## src/rtl/jt12_sched_pkg.sv

```systemverilog
// Shared definitions for the JT12 register-write scheduler: entry layout and FSM states.
package jt12_sched_pkg;

    localparam int unsigned ENTRY_W  = 17;
    localparam int unsigned BANK_BIT = 16;
    localparam int unsigned REG_MSB  = 15;
    localparam int unsigned VAL_MSB  = 7;

    typedef enum logic [2:0] {
        S_IDLE   = 3'd0,
        S_POLL_A = 3'd1,
        S_STB_A  = 3'd2,
        S_GAP_A  = 3'd3,
        S_POLL_V = 3'd4,
        S_STB_V  = 3'd5,
        S_GAP_V  = 3'd6
    } state_t;

endpackage

```

## src/rtl/jt12_wr_fifo.sv

```systemverilog
// Synchronous FIFO of {bank, reg, val} write entries with extra-bit pointers and occupancy.
module jt12_wr_fifo
    import jt12_sched_pkg::*;
#(
    parameter int unsigned DEPTH = 8
) (
    input  logic                     clk,
    input  logic                     rst_n,
    input  logic                     i_push,
    input  logic [ENTRY_W-1:0]       i_wdata,
    input  logic                     i_pop,
    output logic [ENTRY_W-1:0]       o_rdata,
    output logic                     o_full,
    output logic                     o_empty,
    output logic [$clog2(DEPTH):0]   o_level
);

    localparam int unsigned AW = $clog2(DEPTH);

    logic [ENTRY_W-1:0] r_mem [DEPTH];
    logic [AW:0]        r_wptr;
    logic [AW:0]        r_rptr;
    logic               w_do_push;
    logic               w_do_pop;

    assign o_empty   = (r_wptr == r_rptr);
    assign o_full    = (r_wptr[AW] != r_rptr[AW]) && (r_wptr[AW-1:0] == r_rptr[AW-1:0]);
    assign o_level   = r_wptr - r_rptr;
    assign o_rdata   = r_mem[r_rptr[AW-1:0]];
    // A simultaneous pop frees the slot, so a push into a full FIFO is still legal.
    assign w_do_push = i_push && (!o_full || i_pop);
    assign w_do_pop  = i_pop && !o_empty;

    always_ff @(posedge clk or negedge rst_n) begin
        if (!rst_n) begin
            r_wptr <= '0;
            r_rptr <= '0;
        end else begin
            if (w_do_push) r_wptr <= r_wptr + (AW+1)'(1);
            if (w_do_pop)  r_rptr <= r_rptr + (AW+1)'(1);
        end
    end

    always_ff @(posedge clk) begin
        if (w_do_push) r_mem[r_wptr[AW-1:0]] <= i_wdata;
    end

endmodule

```

## src/rtl/jt12_wr_sched.sv

```systemverilog
// JT12 register-write scheduler: round-robin arbiter, entry FIFO, and the
// address/data strobe sequencer that polls BUSY before each write.
module jt12_wr_sched
    import jt12_sched_pkg::*;
#(
    parameter int unsigned DEPTH        = 8,
    parameter int unsigned BUSY_TIMEOUT = 500,
    parameter int unsigned GAP          = 2
) (
    input  logic                   clk,
    input  logic                   rst_n,
    input  logic                   req0_valid,
    input  logic [16:0]            req0_data,
    output logic                   req0_ready,
    input  logic                   req1_valid,
    input  logic [16:0]            req1_data,
    output logic                   req1_ready,
    output logic                   cs_n,
    output logic                   wr_n,
    output logic [1:0]             addr,
    output logic [7:0]             dout,
    input  logic [7:0]             din,
    output logic                   idle,
    output logic                   timeout_err,
    output logic [$clog2(DEPTH):0] level
);

    localparam int unsigned CNT_MAX = (BUSY_TIMEOUT > GAP) ? BUSY_TIMEOUT : GAP;
    localparam int unsigned CW      = $clog2(CNT_MAX + 1);

    logic               r_last1;
    logic               w_gnt0;
    logic               w_gnt1;
    logic               w_push;
    logic [ENTRY_W-1:0] w_wdata;
    logic [ENTRY_W-1:0] w_head;
    logic               w_full;
    logic               w_empty;
    logic               w_pop;
    logic               w_err_set;
    logic               w_busy;
    logic               w_unused;

    state_t             r_state;
    state_t             w_state_nxt;
    logic [CW-1:0]      r_cnt;
    logic [CW-1:0]      w_cnt_nxt;

    logic               r_cs_n;
    logic               r_wr_n;
    logic [1:0]         r_addr;
    logic [7:0]         r_dout;
    logic               r_err;
    logic               w_strobe_nxt;
    logic [1:0]         w_addr_nxt;
    logic [7:0]         w_dout_nxt;

    assign w_busy   = din[7];
    assign w_unused = ^din[6:0];

    // Round-robin: on contention the requester not granted last wins.
    assign w_gnt1     = req1_valid && (!req0_valid || !r_last1);
    assign w_gnt0     = req0_valid && !w_gnt1;
    assign req0_ready = w_gnt0 && !w_full;
    assign req1_ready = w_gnt1 && !w_full;
    assign w_push     = req0_ready || req1_ready;
    assign w_wdata    = req1_ready ? req1_data : req0_data;

    always_ff @(posedge clk or negedge rst_n) begin
        if (!rst_n) r_last1 <= 1'b1;
        else if (w_push) r_last1 <= req1_ready;
    end

    jt12_wr_fifo #(.DEPTH(DEPTH)) u_fifo (
        .clk     (clk),
        .rst_n   (rst_n),
        .i_push  (w_push),
        .i_wdata (w_wdata),
        .i_pop   (w_pop),
        .o_rdata (w_head),
        .o_full  (w_full),
        .o_empty (w_empty),
        .o_level (level)
    );

    always_ff @(posedge clk or negedge rst_n) begin
        if (!rst_n) begin
            r_state <= S_IDLE;
            r_cnt   <= '0;
        end else begin
            r_state <= w_state_nxt;
            r_cnt   <= w_cnt_nxt;
        end
    end

    // One counter serves both the BUSY timeout (POLL) and the idle gap (GAP).
    always_comb begin
        w_state_nxt = r_state;
        w_cnt_nxt   = r_cnt;
        w_pop       = 1'b0;
        w_err_set   = 1'b0;
        case (r_state)
            S_IDLE: begin
                if (!w_empty) begin
                    w_state_nxt = S_POLL_A;
                    w_cnt_nxt   = CW'(BUSY_TIMEOUT);
                end
            end
            S_POLL_A, S_POLL_V: begin
                if (!w_busy) begin
                    w_state_nxt = (r_state == S_POLL_A) ? S_STB_A : S_STB_V;
                end else if (r_cnt == '0) begin
                    w_err_set   = 1'b1;
                    w_pop       = 1'b1;
                    w_state_nxt = S_IDLE;
                end else begin
                    w_cnt_nxt = r_cnt - CW'(1);
                end
            end
            S_STB_A: begin
                w_state_nxt = S_GAP_A;
                w_cnt_nxt   = CW'(GAP - 1);
            end
            S_GAP_A: begin
                if (r_cnt == '0) begin
                    w_state_nxt = S_POLL_V;
                    w_cnt_nxt   = CW'(BUSY_TIMEOUT);
                end else begin
                    w_cnt_nxt = r_cnt - CW'(1);
                end
            end
            S_STB_V: begin
                w_pop       = 1'b1;
                w_state_nxt = S_GAP_V;
                w_cnt_nxt   = CW'(GAP - 1);
            end
            S_GAP_V: begin
                if (r_cnt != '0) begin
                    w_cnt_nxt = r_cnt - CW'(1);
                end else if (!w_empty) begin
                    w_state_nxt = S_POLL_A;
                    w_cnt_nxt   = CW'(BUSY_TIMEOUT);
                end else begin
                    w_state_nxt = S_IDLE;
                end
            end
            default: w_state_nxt = S_IDLE;
        endcase
    end

    // Bus values follow the next state so the strobe registers in the same edge as STB_*.
    always_comb begin
        w_strobe_nxt = 1'b0;
        w_addr_nxt   = r_addr;
        w_dout_nxt   = r_dout;
        if (w_state_nxt == S_STB_A) begin
            w_strobe_nxt = 1'b1;
            w_addr_nxt   = {w_head[BANK_BIT], 1'b0};
            w_dout_nxt   = w_head[REG_MSB -: 8];
        end else if (w_state_nxt == S_STB_V) begin
            w_strobe_nxt = 1'b1;
            w_addr_nxt   = {w_head[BANK_BIT], 1'b1};
            w_dout_nxt   = w_head[VAL_MSB -: 8];
        end
    end

    always_ff @(posedge clk or negedge rst_n) begin
        if (!rst_n) begin
            r_cs_n <= 1'b1;
            r_wr_n <= 1'b1;
            r_addr <= '0;
            r_dout <= '0;
            r_err  <= 1'b0;
        end else begin
            r_cs_n <= !w_strobe_nxt;
            r_wr_n <= !w_strobe_nxt;
            r_addr <= w_addr_nxt;
            r_dout <= w_dout_nxt;
            r_err  <= r_err | w_err_set;
        end
    end

    assign cs_n        = r_cs_n;
    assign wr_n        = r_wr_n;
    assign addr        = r_addr;
    assign dout        = r_dout;
    assign timeout_err = r_err;
    assign idle        = w_empty && (r_state == S_IDLE);

endmodule

```

## config.mk

```make
export PLATFORM = sky130hd
export DESIGN_NAME = jt12_wr_sched
export DESIGN_NICKNAME = d
export VERILOG_FILES = /design/src/rtl/jt12_sched_pkg.sv /design/src/rtl/jt12_wr_fifo.sv /design/src/rtl/jt12_wr_sched.sv
export SDC_FILE = /design/constraint.sdc
export NUM_CORES = 1
export LEC_CHECK = 0
export ABC_AREA = 1
export CAP_MARGIN = 10
export CORE_ASPECT_RATIO = 0.6
export CORE_MARGIN = 3
export CORE_UTILIZATION = 48
export DETAILED_ROUTE_END_ITERATION = 10
export GPL_TIMING_DRIVEN = 0
export HOLD_SLACK_MARGIN = 0.08
export PLACE_DENSITY = 0.68
export SLEW_MARGIN = 0
export SYNTH_ARGS = -nofsm -noshare
export SYNTH_HDL_FRONTEND = slang
export SYNTH_SLANG_ARGS = --single-unit
```

## constraint.sdc

```tcl
create_clock -name clk -period 4 [get_ports clk]
set_input_delay 0.4 -clock clk [delete_from_list [all_inputs] [get_ports clk]]
set_output_delay 0.4 -clock clk [all_outputs]
set_load 0.02 [all_outputs]
```

# Word-level counts from Yosys, hierarchy flattened
# Memories as Yosys holds them, arrays and structs flattened.
# Index checks and enable logic that the tools add are counted.
[op_classes]
mux = 27
addsub = 4
n_bitwise = 1
eq_ne = 13
reduce_logical = 25
[op_table]
columns = ["cell", "count"]
rows = [
  ["9-bit 2-to-1 mux", 5],
  ["9-bit case mux with 5 select lines", 1],
  ["3-bit 2-to-1 mux", 6],
  ["3-bit case mux with 6 select lines", 1],
  ["17-bit 2-to-1 mux", 1],
  ["8-bit 2-to-1 mux", 2],
  ["3-bit == test (second input constant)", 4],
  ["3-bit by 2-bit == test with 1-bit output (second input constant)", 3],
  ["9-bit zero test", 1],
  ["9-bit nonzero test", 1],
  ["9-bit by 1-bit subtractor with 9-bit output (second input constant)", 1],
  ["4-bit by 1-bit adder with 4-bit output (second input constant)", 2],
  ["1-bit logical AND", 8],
  ["1-bit 2-to-1 mux", 8],
  ["1-bit zero test", 6],
  ["5-bit nonzero test", 1],
  ["4-bit == test", 1],
  ["2-bit 2-to-1 mux", 2],
  ["2-bit != test (second input constant)", 2],
  ["2-bit OR reduction", 2],
  ["4-bit subtractor", 1],
  ["3-bit by 1-bit == test with 1-bit output (second input constant)", 1],
  ["3-bit == test", 1],
  ["3-bit zero test", 1],
  ["other kinds (6)", 8],
]
[totals]
ramBits = 136
in_bits = 46
n_memories = 1
ff_bits = 33
output_inout_bits = 20
word_cells = 80
[memory_table]
columns = ["name", "words", "width", "rd", "rd_ports_with_merged_regs", "wr", "line", "text"]
rows = [
  ["u_fifo.r_mem", 8, 17, 1, 0, 1, "jt12_wr_fifo.sv:20", "logic [ENTRY_W-1:0] r_mem [DEPTH];"],
]

# Longest topological paths before layout
# Gate-level depths: netlist of the first run.
[depth]
word_depth = 10
depth_mapped = 14
ltp_nobuf = 11

# By module
# A second synthesis of the first run with hierarchy kept.
[hier_totals]
hier_cells = 841
hier_area_um2 = 7995.2
[by_module_without_submodules]
columns = ["module", "cells_each", "seq_area_each_um2", "instances", "area_each_um2"]
rows = [
  ["jt12_wr_fifo", 543, 4284.1, 1, 6094.6],
  ["jt12_wr_sched", 298, 628.1, 1, 1900.6],
]

# Worst setup path after synthesis of the first run
# No wires, ideal clock.
[synth_path]
path_type = "reg2reg"
start = "reg u_fifo.r_rptr[1]"
end = "mem u_fifo.r_mem[6][0] (enable)"
setup_ns = 0.413
path_buffers = 2
setup_slack_ns = 0.655
arrival_time_ns = 2.932
period_less_slack_ns = 3.345
t_required_ns = 3.587
stages_incl_launch_ff = 12
path_cell_list = "dfrtp_1 > buf_2 > clkinv_1 > buf_2 > ha_1 > nand2_1 > nor2_1 > nand3_1 > nand2_1 > nand2_1 > nand2_1 > nor3_1"
[synth_between]
elab_chain_cells = 8
elab_cells_between_ends = 10
classes_between = "eq/ne: 1; mux: 2; reduce/logical: 7"
[synth_rtl]
columns = ["element", "line", "text"]
rows = [
  ["start: declaration", "jt12_wr_fifo.sv:22", "logic [AW:0] r_rptr;"],
  ["start signal: assignment", "jt12_wr_fifo.sv:40", "if (w_do_pop) r_rptr <= r_rptr + (AW+1)'(1);"],
  ["3-bit == test (*)", "jt12_wr_fifo.sv:27", "assign o_full = (r_wptr[AW] != r_rptr[AW]) && (r_wptr[AW-1:0] == r_rptr[AW-1:0]);"],
  ["1-bit logical AND (*)", "jt12_wr_fifo.sv:27", ""],
  ["1-bit zero test (*)", "jt12_wr_fifo.sv:31, jt12_wr_sched.sv:64, jt12_wr_sched.sv:65", ""],
  ["1-bit logical AND (on tied branches)", "jt12_wr_sched.sv:64, jt12_wr_sched.sv:65", ""],
  ["1-bit logical OR", "jt12_wr_sched.sv:66", "assign w_push = req0_ready || req1_ready;"],
  ["1-bit logical AND (*)", "jt12_wr_fifo.sv:31", "assign w_do_push = i_push && (!o_full || i_pop);"],
  ["1-bit 2-to-1 mux (*)", "jt12_wr_fifo.sv:45", "if (w_do_push) r_mem[r_wptr[AW-1:0]] <= i_wdata;"],
  ["1-bit 2-to-1 mux (implied by the code) (*)", "jt12_wr_fifo.sv:45", ""],
  ["end: declaration", "jt12_wr_fifo.sv:20", ""],
]
# Every way passes the cells marked *; elsewhere a longest branch is shown, timed or not.

# Final worst setup path of the first run
[layout_path]
start = "reg u_fifo.r_rptr[2]"
end = "out req1_ready"
[layout_between]
elab_chain_cells = 4
[layout_rtl]
columns = ["element", "line", "text"]
rows = [
  ["3-bit == test", "jt12_wr_fifo.sv:27", ""],
  ["1-bit logical AND", "jt12_wr_fifo.sv:27", ""],
  ["1-bit zero test", "jt12_wr_sched.sv:65", "assign req1_ready = w_gnt1 && !w_full;"],
  ["1-bit logical AND", "jt12_wr_sched.sv:65", ""],
  ["end: declaration", "jt12_wr_sched.sv:17", "output logic req1_ready,"],
]
# Every way passes these cells.

==> out/results.txt, run 1 <==
Tcrit/Tclk final: 0.940
fin nets: 921
RSZ-0062 raised after global routing: false
Yosys reg bits: 169
share of layout cells above drive strength 1: 0.119
antenna cell count: 0
outcome: finished, final reports clean
LEAKAGE: 3.84 nW
die area: 0.0177 sq mm
Worst Setup Start Kind: flip-flop
maximum root-to-sink buffer count: 2
nature of the critical path endpoint: output port
Clock Latency Late Sink: 0.43 ns
Tot GR Track Use: 0.234
# setup viols final: 0
vias in the first global route: 5612
Synth area leader: edfxtp_1
area grow syn2layout: 20.6%
Post-synth top cells: nand2_1 (321), edfxtp_1 (136), nand3_1 (129)
Crit path required time: 3.60 ns
routed via count: 5856
Peak VDD IR: 0.338 mV
CP arrival: 3.36 ns
die height: 104 um
kind of critical path: reg -> out
initial antenna violation count: 0
DP Wirelength: 13.7 mm
Clock Sink Count: 169
# IOs: 66
width of the die: 170 um
XOR/XNOR share of the synthesized area: 0.00907
Fmax achieved: 266 MHz
synthesized area: 0.00773 sq mm
syn nets: 834
synth warn: 0
largest family of logic cells by synthesized area: simple AND/OR/NAND/NOR gates
CP most frequent cell: nand2_1
top-area cell type share of the netlist area: 0.528
crit path cell chain: clkinv_1 > clkbuf_2 > ha_1 > nand2_1 > nor2_1 > nand3_1 > nand2_1 > buf_4 > inv_2 > buf_6 > clkdlybuf4s50_1
Simple-Gate Fraction of Synth Area: 0.284
Syn Area/Cell: 9.89 sq um
Worst Hold Class: reg -> reg
largest cells by area after synthesis: edfxtp_1 (53%), nand2_1 (16%), dfrtp_1 (10%), nand3_1 (8.4%), inv_1 (1.4%)
ys flop type: edfxtp_1
Largest delay share family, worst path: buffers and inverters
post-synthesis mux area share: 0
Slowest Stage Delay on Critical Path: 0.63 ns
clk_skew: 0.0152 ns
Slew Limit Fails: 0
sequential share of the synthesized area: 0.636
total CTS buffers: 17
TritonCTS clock tree: built
Slowest-stage cell, CP: clkdlybuf4s50_1
MaxCap Viol Count: 0
Synth async-reset ratio: 0.195
largest net degree at the start of global routing: 34
Remaining Overflow, GRT: 0
Post-Synth Adder-Cell Area: 0.0123
Final Util: 0.600
core area: 0.0155 sq mm
Synth cell types: 34
starting density of the core: 0.497
top-count cell post-synth: nand2_1
Tot Pwr: 7.64 mW
worst path buffer plus inverter count: 6
Cells after Synth: 781
WL final: 20.1 mm
number of remaining DRC errors: 0
initial drt markers: 605
Power per Cell Area: 820 mW/mm^2
clk slew on worst S/H paths: 0.07 ns
PortBufs: 58
wire per inst: 18.6 um
via/cell ratio: 5.40
Routed Antenna Nets: 0
global placement routability congestion: 0.859
final hold vios: 0
Slew headroom: 0.485
Synth Area in Compound Gates: 0.0121
Post-synth EDFFs: 136
FP Rows: 35
largest fanout on the critical path: 10
crit path time final: 3.76 ns
CTS H-tree lvls: 4
first-pass GRT wire length: 31.3 mm
clock root buffer master: clkbuf_16
Worst-Margin Slew: 0.773 ns
DR pass1 iterations: 7
worst paths after layout:
path,startpoint,slack (ns),depth (start not counted),endpoint
worst min-delay path,timeout_err,0.47,2,timeout_err
max in group asynchronous,rst_n,2.91,2,dout[5]
worst max register to register,u_fifo.r_rptr[2],0.71,11,u_fifo.r_mem[6][8]
min in group asynchronous,rst_n,0.58,2,r_cnt[0]
worst max-delay path,u_fifo.r_rptr[2],0.24,11,req1_ready
worst min register to register,timeout_err,0.47,2,timeout_err
cells by family (layout without fill, tap and decap cells):
family | after synthesis | count (layout)
xor gates and xnor gates | 8 | 8
AOI/OAI and AO/OA | 17 | 17
and+or+nand+nor | 506 | 506
adders and majority gates | 7 | 7
DFF | 169 | 169
buffers and inverters | 74 | 174
area by class of cell:
| cell class | instances | area, sq um |
|---|---|---|
| Fill cell | 1280 | 6230 |
| Sequential cell | 169 | 4910 |
| Multi-Input combinational cell | 538 | 2480 |
| Timing Repair Buffer | 68 | 709 |
| Clock buffer | 19 | 433 |
| Tap cell | 203 | 254 |
| Buffer | 34 | 204 |
| Clock inverter | 13 | 169 |
| Inverter | 40 | 161 |
per-layer routing:
layer  vias up  share of wire  global-route usage
met5         -              0                   0
met4         0          0.013              0.0624
met3        22           0.10              0.0619
met2       289           0.44               0.346
met1      2760           0.44               0.345
li1       2785              -                   -
registers in the layout, summed over array words and instances (netlist names):
register	cells
addr	2
dout	8
r_cnt	9
r_last1	1
r_state	3
timeout_err	1
u_fifo.r_mem	136
u_fifo.r_rptr	4
u_fifo.r_wptr	4
wr_n	1
report_power, final:
part / internal, mW / switching [mW] / leakage, nW
Clock: 0.990 / 0.693 / 0.283
Combinational: 1.08 / 2.19 / 1.92
Sequential: 2.50 / 0.192 / 1.64
repair_timing:
| item | CTS | global route |
|---|---|---|
| hold buffers | 1 | 0 |
| buffers inserted | 0 | 0 |
| resized for setup | 0 | 4 |
| endpoints found under the setup margin | 0 | 2 |
| endpoints found under the hold margin | 12 | 0 |
worst min-delay path, cell delays in order (launching register included):
cell     delay, ns
dfrtp_1       0.34
inv_1         0.04
nand2_1       0.06
through the flow:
step                      TNS (ns)  cells  cell area (sq um)  hold WS (ns)  setup WS, ns
final                            0   1084               9320         0.467         0.238
after global routing             0   1084               9320         0.491        0.0204
after CTS                        0   1083               9300         0.471        0.0800
after detailed placement         0   1050               8690         0.459         0.472
after global placement      -24.11   1042               8560         0.453         -1.10
after floorplan                  0    781               7730         0.104         0.655
cell usage in the layout, fill, tap and decap left out, types with 6 or more instances in the layout:
master / count
nand2_1: 321
edfxtp_1: 136
nand3_1: 129
clkdlybuf4s50_1: 57
dfrtp_1: 31
inv_1: 28
nor2_1: 21
clkbuf_16: 17
buf_2: 13
clkbuf_1: 12
nor2_2: 9
nand2_2: 7
o21ai_0: 7
buf_8: 7
buf_4: 6
buf_6: 6
inv_2: 6
xor2_1: 6
ha_1: 6
Power figures use the tool's default switching activity.
==> run 2: changes to the inputs <==
Settings changed: CORE_UTILIZATION 48 to 58, PLACE_DENSITY 0.68 to 0.8, SKIP_LAST_GASP from default to 1.
==> run 2 against run 1 <==
Utilization up 14 points. Sequential cell count unchanged. Non-clock buffer count unchanged. Final area down 0.74%. Global-route usage up 5.6 points. Clock skew down 0.0019 ns. Sequential power about the same. Die area down 16%. Fmax up 3.1%. Register-to-register slack worse by 0.25 ns. Final cell count down 3.5%. Critical path type unchanged. Largest power group unchanged. Highest routed layer unchanged.
==> out/results.txt, run 2 (synthesis results as in run 1) <==
outcome: finished, final reports clean
Remaining Overflow, GRT: 0
CP most frequent cell: nand2_1
number of remaining DRC errors: 0
initial drt markers: 796
reported net switching power: 3.16 mW
largest net degree at the start of global routing: 34
DR pass1 iterations: 5
Worst Hold Class: reg -> reg
final worst slack: 0.352 ns
Peak VDD IR: 0.434 mV
Fin Hold WS: 0.471 ns
Clock Sink Count: 169
Non-Filler Instances: 1046
CTS H-tree lvls: 4
Slew headroom: 0.455
most frequent cells in the layout: nand2_1 (321), edfxtp_1 (136), nand3_1 (129)
Fmax achieved: 274 MHz
core area: 0.0125 sq mm
# setup viols final: 0
nature of the critical path endpoint: output port
FP Rows: 31
Power per Cell Area: 824 mW/mm^2
maximum root-to-sink buffer count: 2
share of layout cells above drive strength 1: 0.123
routed via count: 6114
LEAKAGE: 3.86 nW
fillcell total: 838
crit path cell chain: clkbuf_4 > clkinvlp_4 > buf_2 > ha_1 > nand2_1 > nor2_1 > nand2_1 > buf_4 > nor4_1 > clkdlybuf4s50_1
clk slew on worst S/H paths: 0.06 ns
Switching Share: 0.414
Clock power frac: 0.210
final hold vios: 0
Tot GR Track Use: 0.290
largest fanout on the critical path: 10
wire per inst: 19.5 um
Comb pwr share: 0.436
global placement routability congestion: 0.864
clk_skew: 0.0133 ns
placed insts: 1012
WL final: 20.4 mm
area grow syn2layout: 19.7%
total CTS buffers: 17
Pint: 4.46 mW
# IOs: 66
Routed Antenna Nets: 0
first-pass GRT wire length: 31.9 mm
Slew Limit Fails: 0
clock root buffer master: clkbuf_16
DP Wirelength: 13.3 mm
antenna cell count: 0
Slowest-stage cell, CP: clkdlybuf4s50_1
width of the die: 155 um
leading cell type in the layout, fill and taps excluded: nand2_1
Final Util: 0.738
Tcrit/Tclk final: 0.912
CP arrival: 3.25 ns
Crit path required time: 3.60 ns
vias in the first global route: 5855
Slowest Stage Delay on Critical Path: 0.67 ns
kind of critical path: reg -> out
sequential power share: 0.354
die area: 0.0148 sq mm
Place WS: 0.470 ns
RSZ-0062 raised after global routing: false
die height: 95.4 um
Clock Latency Late Sink: 0.43 ns
PortBufs: 58
Worst-Margin Slew: 0.817 ns
via/cell ratio: 5.85
initial antenna violation count: 0
crit path time final: 3.65 ns
starting density of the core: 0.617
fin nets: 921
TritonCTS clock tree: built
max reg flops: 136
MaxCap Viol Count: 0
Worst Setup Start Kind: flip-flop
==> run 2: power groups by stage <==
| stage | clock network (mW) | registers, mW | logic [mW] |
|---|---|---|---|
| after floorplan | 0 | 2.73 | 2.04 |
| after global placement | 0 | 2.71 | 3.01 |
| after detailed placement | 0 | 2.72 | 3.20 |
| after CTS | 1.61 | 2.69 | 3.26 |
| after global routing | 1.69 | 2.74 | 3.64 |
| final | 1.60 | 2.70 | 3.32 |
==> run 2: metal layers <==
metal / track usage / wire length [um] / share of wire / up-vias
met5: 0 / 0 / 0 / -
met2: 0.450 / 9390 / 0.46 / 388
li1: - / - / - / 2789
met4: 0.0852 / 343 / 0.017 / 0
met1: 0.398 / 8260 / 0.40 / 2902
met3: 0.0934 / 2440 / 0.12 / 35
==> run 2: layout make-up <==
class | instances | area [sq um] | area share
Sequential cell | 169 | 4910 | 0.531
Multi-Input combinational cell | 538 | 2480 | 0.268
Timing Repair Buffer | 68 | 716 | 0.0774
Clock buffer | 18 | 439 | 0.0475
Tap cell | 165 | 206 | 0.0223
Buffer | 34 | 204 | 0.0220
Inverter | 40 | 161 | 0.0174
Clock inverter | 14 | 135 | 0.0146
==> run 2: what timing repair did <==
| item | in CTS | in global routing |
|---|---|---|
| setup endpoints to repair | 0 | 1 |
| resized for setup | 0 | 5 |
| hold buffers | 1 | 0 |
| hold endpoints to repair | 7 | 0 |
| setup buffers | 0 | 0 |
==> run 2: metrics by stage <==
step                instance area (sq um)  setup TNS (ns)  power, mW
floorplan                            7730               0       4.78
CTS                                  9230               0       7.56
detailed placement                   8640               0       5.92
global route                         9250               0       8.06
finish                               9250               0       7.62
global placement                     8510          -16.17       5.72
==> run 2: path summary, 6_finish.rpt <==
check                                 startpoint                 end  slack (ns)  cells past startpoint
worst max-delay path            u_fifo.r_rptr[1]                idle        0.35                     10
worst max register to register  u_fifo.r_rptr[1]  u_fifo.r_mem[6][4]        0.46                     13
max in group asynchronous                  rst_n             addr[1]        2.88                      2
worst min register to register           r_last1             r_last1        0.47                      2
worst min-delay path                     r_last1             r_last1        0.47                      2
min in group asynchronous                  rst_n          r_state[1]        0.60                      2
==> run 2: critical path, delay by kind of cell (launching register included) <==
| kind | cells | cell delay (ns) |
|---|---|---|
| buffers and inverters | 5 | 1.62 |
| adder cells (fa/ha/maj) | 1 | 0.31 |
| flip-flops | 1 | 0.42 |
| AND/OR/NAND/NOR | 4 | 0.47 |
==> run 3: changes to the inputs <==
Settings changed: ABC_CLOCK_PERIOD_IN_PS from default to 3390, CELL_PAD_IN_SITES_DETAIL_PLACEMENT from default to 2, CELL_PAD_IN_SITES_GLOBAL_PLACEMENT from default to 2, CORE_UTILIZATION 58 to 37, PLACE_DENSITY 0.8 to default, PLACE_DENSITY_LB_ADDON from default to 0.1.
Clock period 4 ns to 3.39 ns, I/O delays scaled along.
==> run 3 against run 2 <==
Hold slack better by 0.0091 ns. Routed wire length is 35% higher. Sequential share of layout area is 1.0 points lower. Sequential cell count stayed put. Utilization is 27 points lower. Clock skew is 0.0016 ns higher. First-iteration DRC count is 34% lower. Count of clock-buffer cells in the layout is 11 higher. Non-clock buffer count is 1 lower. Global-route usage is 3.7 points lower. Worst setup slack worse by 0.16 ns. Via count is 1.2% higher. Critical endpoint is now req1_ready. Largest cell class unchanged. Largest power group unchanged.
==> out/results.txt, run 3 (synthesis results as in run 1) <==
Worst-Margin Slew: 0.850 ns
Clock Sink Count: 169
Slew Limit Fails: 0
most frequent cells in the layout: nand2_1 (321), edfxtp_1 (136), nand3_1 (129)
global placement routability congestion: 0.805
share of layout cells above drive strength 1: 0.116
outcome: finished, final reports clean
total CTS buffers: 17
Power per Cell Area: 1000 mW/mm^2
CP arrival: 2.86 ns
Clock power frac: 0.210
footprint of the multi-input gates: 0.00249 sq mm
via/cell ratio: 5.36
MaxCap Viol Count: 0
largest net degree at the start of global routing: 34
Slew headroom: 0.433
die area: 0.0227 sq mm
reported net switching power: 4.02 mW
initial drt markers: 523
max reg flops: 136
fin nets: 920
WL final: 27.7 mm
PortBufs: 58
Tot GR Track Use: 0.253
fillcell total: 2126
maximum root-to-sink buffer count: 2
crit path time final: 3.20 ns
number of remaining DRC errors: 0
Routed Antenna Nets: 0
wire per inst: 24.0 um
clk_skew: 0.0149 ns
Final Util: 0.465
Remaining Overflow, GRT: 0
width of the die: 193 um
Comb pwr share: 0.450
Non-Filler Instances: 1153
final hold vios: 0
Worst Setup Start Kind: flip-flop
TritonCTS clock tree: built
CTS H-tree lvls: 4
placed insts: 1121
Tcrit/Tclk final: 0.943
# setup viols final: 0
Crit path required time: 3.05 ns
FP Rows: 40
core area: 0.0203 sq mm
Clock Latency Late Sink: 0.45 ns
starting density of the core: 0.381
clock root buffer master: clkbuf_16
Peak VDD IR: 0.453 mV
sequential standard cell area: 0.00491 sq mm
sequential power share: 0.340
vias in the first global route: 6825
Fin Hold WS: 0.480 ns
die height: 118 um
largest fanout on the critical path: 10
Worst Hold Class: reg -> reg
DP Wirelength: 18.8 mm
kind of critical path: reg -> out
area grow syn2layout: 22.1%
initial antenna violation count: 0
nature of the critical path endpoint: output port
Pint: 5.42 mW
Switching Share: 0.426
first-pass GRT wire length: 42.1 mm
routed via count: 6185
Fmax achieved: 313 MHz
# IOs: 66
clk slew on worst S/H paths: 0.06 ns
RSZ-0062 raised after global routing: false
DR pass1 iterations: 5
LEAKAGE: 3.86 nW
leading cell type in the layout, fill and taps excluded: nand2_1
antenna cell count: 0
## run 3: final cells by class
| cell class | instances | area share |
|---|---|---|
| plain buffers | 33 | 0.0222 |
| clock inverters | 3 | 0.00690 |
| flip-flops and latches | 169 | 0.521 |
| clock buffers | 29 | 0.0541 |
| repair buffers | 68 | 0.0789 |
| multi-input cells | 538 | 0.264 |
| well taps | 273 | 0.0362 |
| inverters | 40 | 0.0170 |
## run 3: worst paths after layout
kind,cells past startpoint,from,slack [ns],endpoint
setup / recovery,12,u_fifo.r_rptr[1],0.19,req1_ready
hold / removal,2,r_last1,0.48,r_last1
setup reg to reg,13,u_fifo.r_rptr[1],0.24,u_fifo.r_mem[6][8]
hold reg to reg,2,r_last1,0.48,r_last1
max in group asynchronous,2,rst_n,2.24,u_fifo.r_rptr[1]
min in group asynchronous,2,rst_n,0.54,r_state[2]
## run 3: critical path: stages (launching register included)
cell	delay, ns
dfrtp_2	0.41
buf_6	0.17
clkinv_2	0.15
buf_4	0.23
ha_1	0.30
nand2_1	0.09
nor2_1	0.06
nand3_1	0.14
nand2_1	0.10
buf_4	0.18
inv_2	0.15
buf_8	0.19
clkbuf_2	0.21
## run 3: what timing repair did
item,CTS,global route
pin swaps,0,0
setup endpoints to repair,95,88
hold buffers,1,0
buffers inserted,0,0
resized for setup,6,9
gates cloned,0,0
endpoints found under the hold margin,31,0
## run 3: layer usage
metal	share of wire	wire length, um	up-vias	track usage
li1	-	-	2780	-
met1	0.45	12400	3207	0.358
met2	0.48	13400	175	0.403
met3	0.057	1580	23	0.0479
met4	0.010	289	0	0.0587
met5	0	0	-	0
## run 3: power by group through the flow
| stage | combinational [mW] | clock (mW) | sequential, mW |
|---|---|---|---|
| after global routing | 4.69 | 2.08 | 3.26 |
| after floorplan | 2.41 | 0 | 3.23 |
| after detailed placement | 4.16 | 0 | 3.25 |
| final | 4.25 | 1.98 | 3.21 |
| after global placement | 3.78 | 0 | 3.22 |
| after CTS | 4.25 | 2.00 | 3.21 |
## run 3: metrics by stage
step                      worst slack [ns]  setup TNS, ns  power (mW)  instance area (sq um)
final                                0.192              0        9.45                   9430
after global routing                0.0180              0        10.0                   9430
after CTS                           -0.181         -0.181        9.47                   9420
after detailed placement            -0.226          -7.29        7.40                   8830
after global placement               -2.06        -137.54        7.00                   8650
after floorplan                     0.0455              0        5.64                   7730
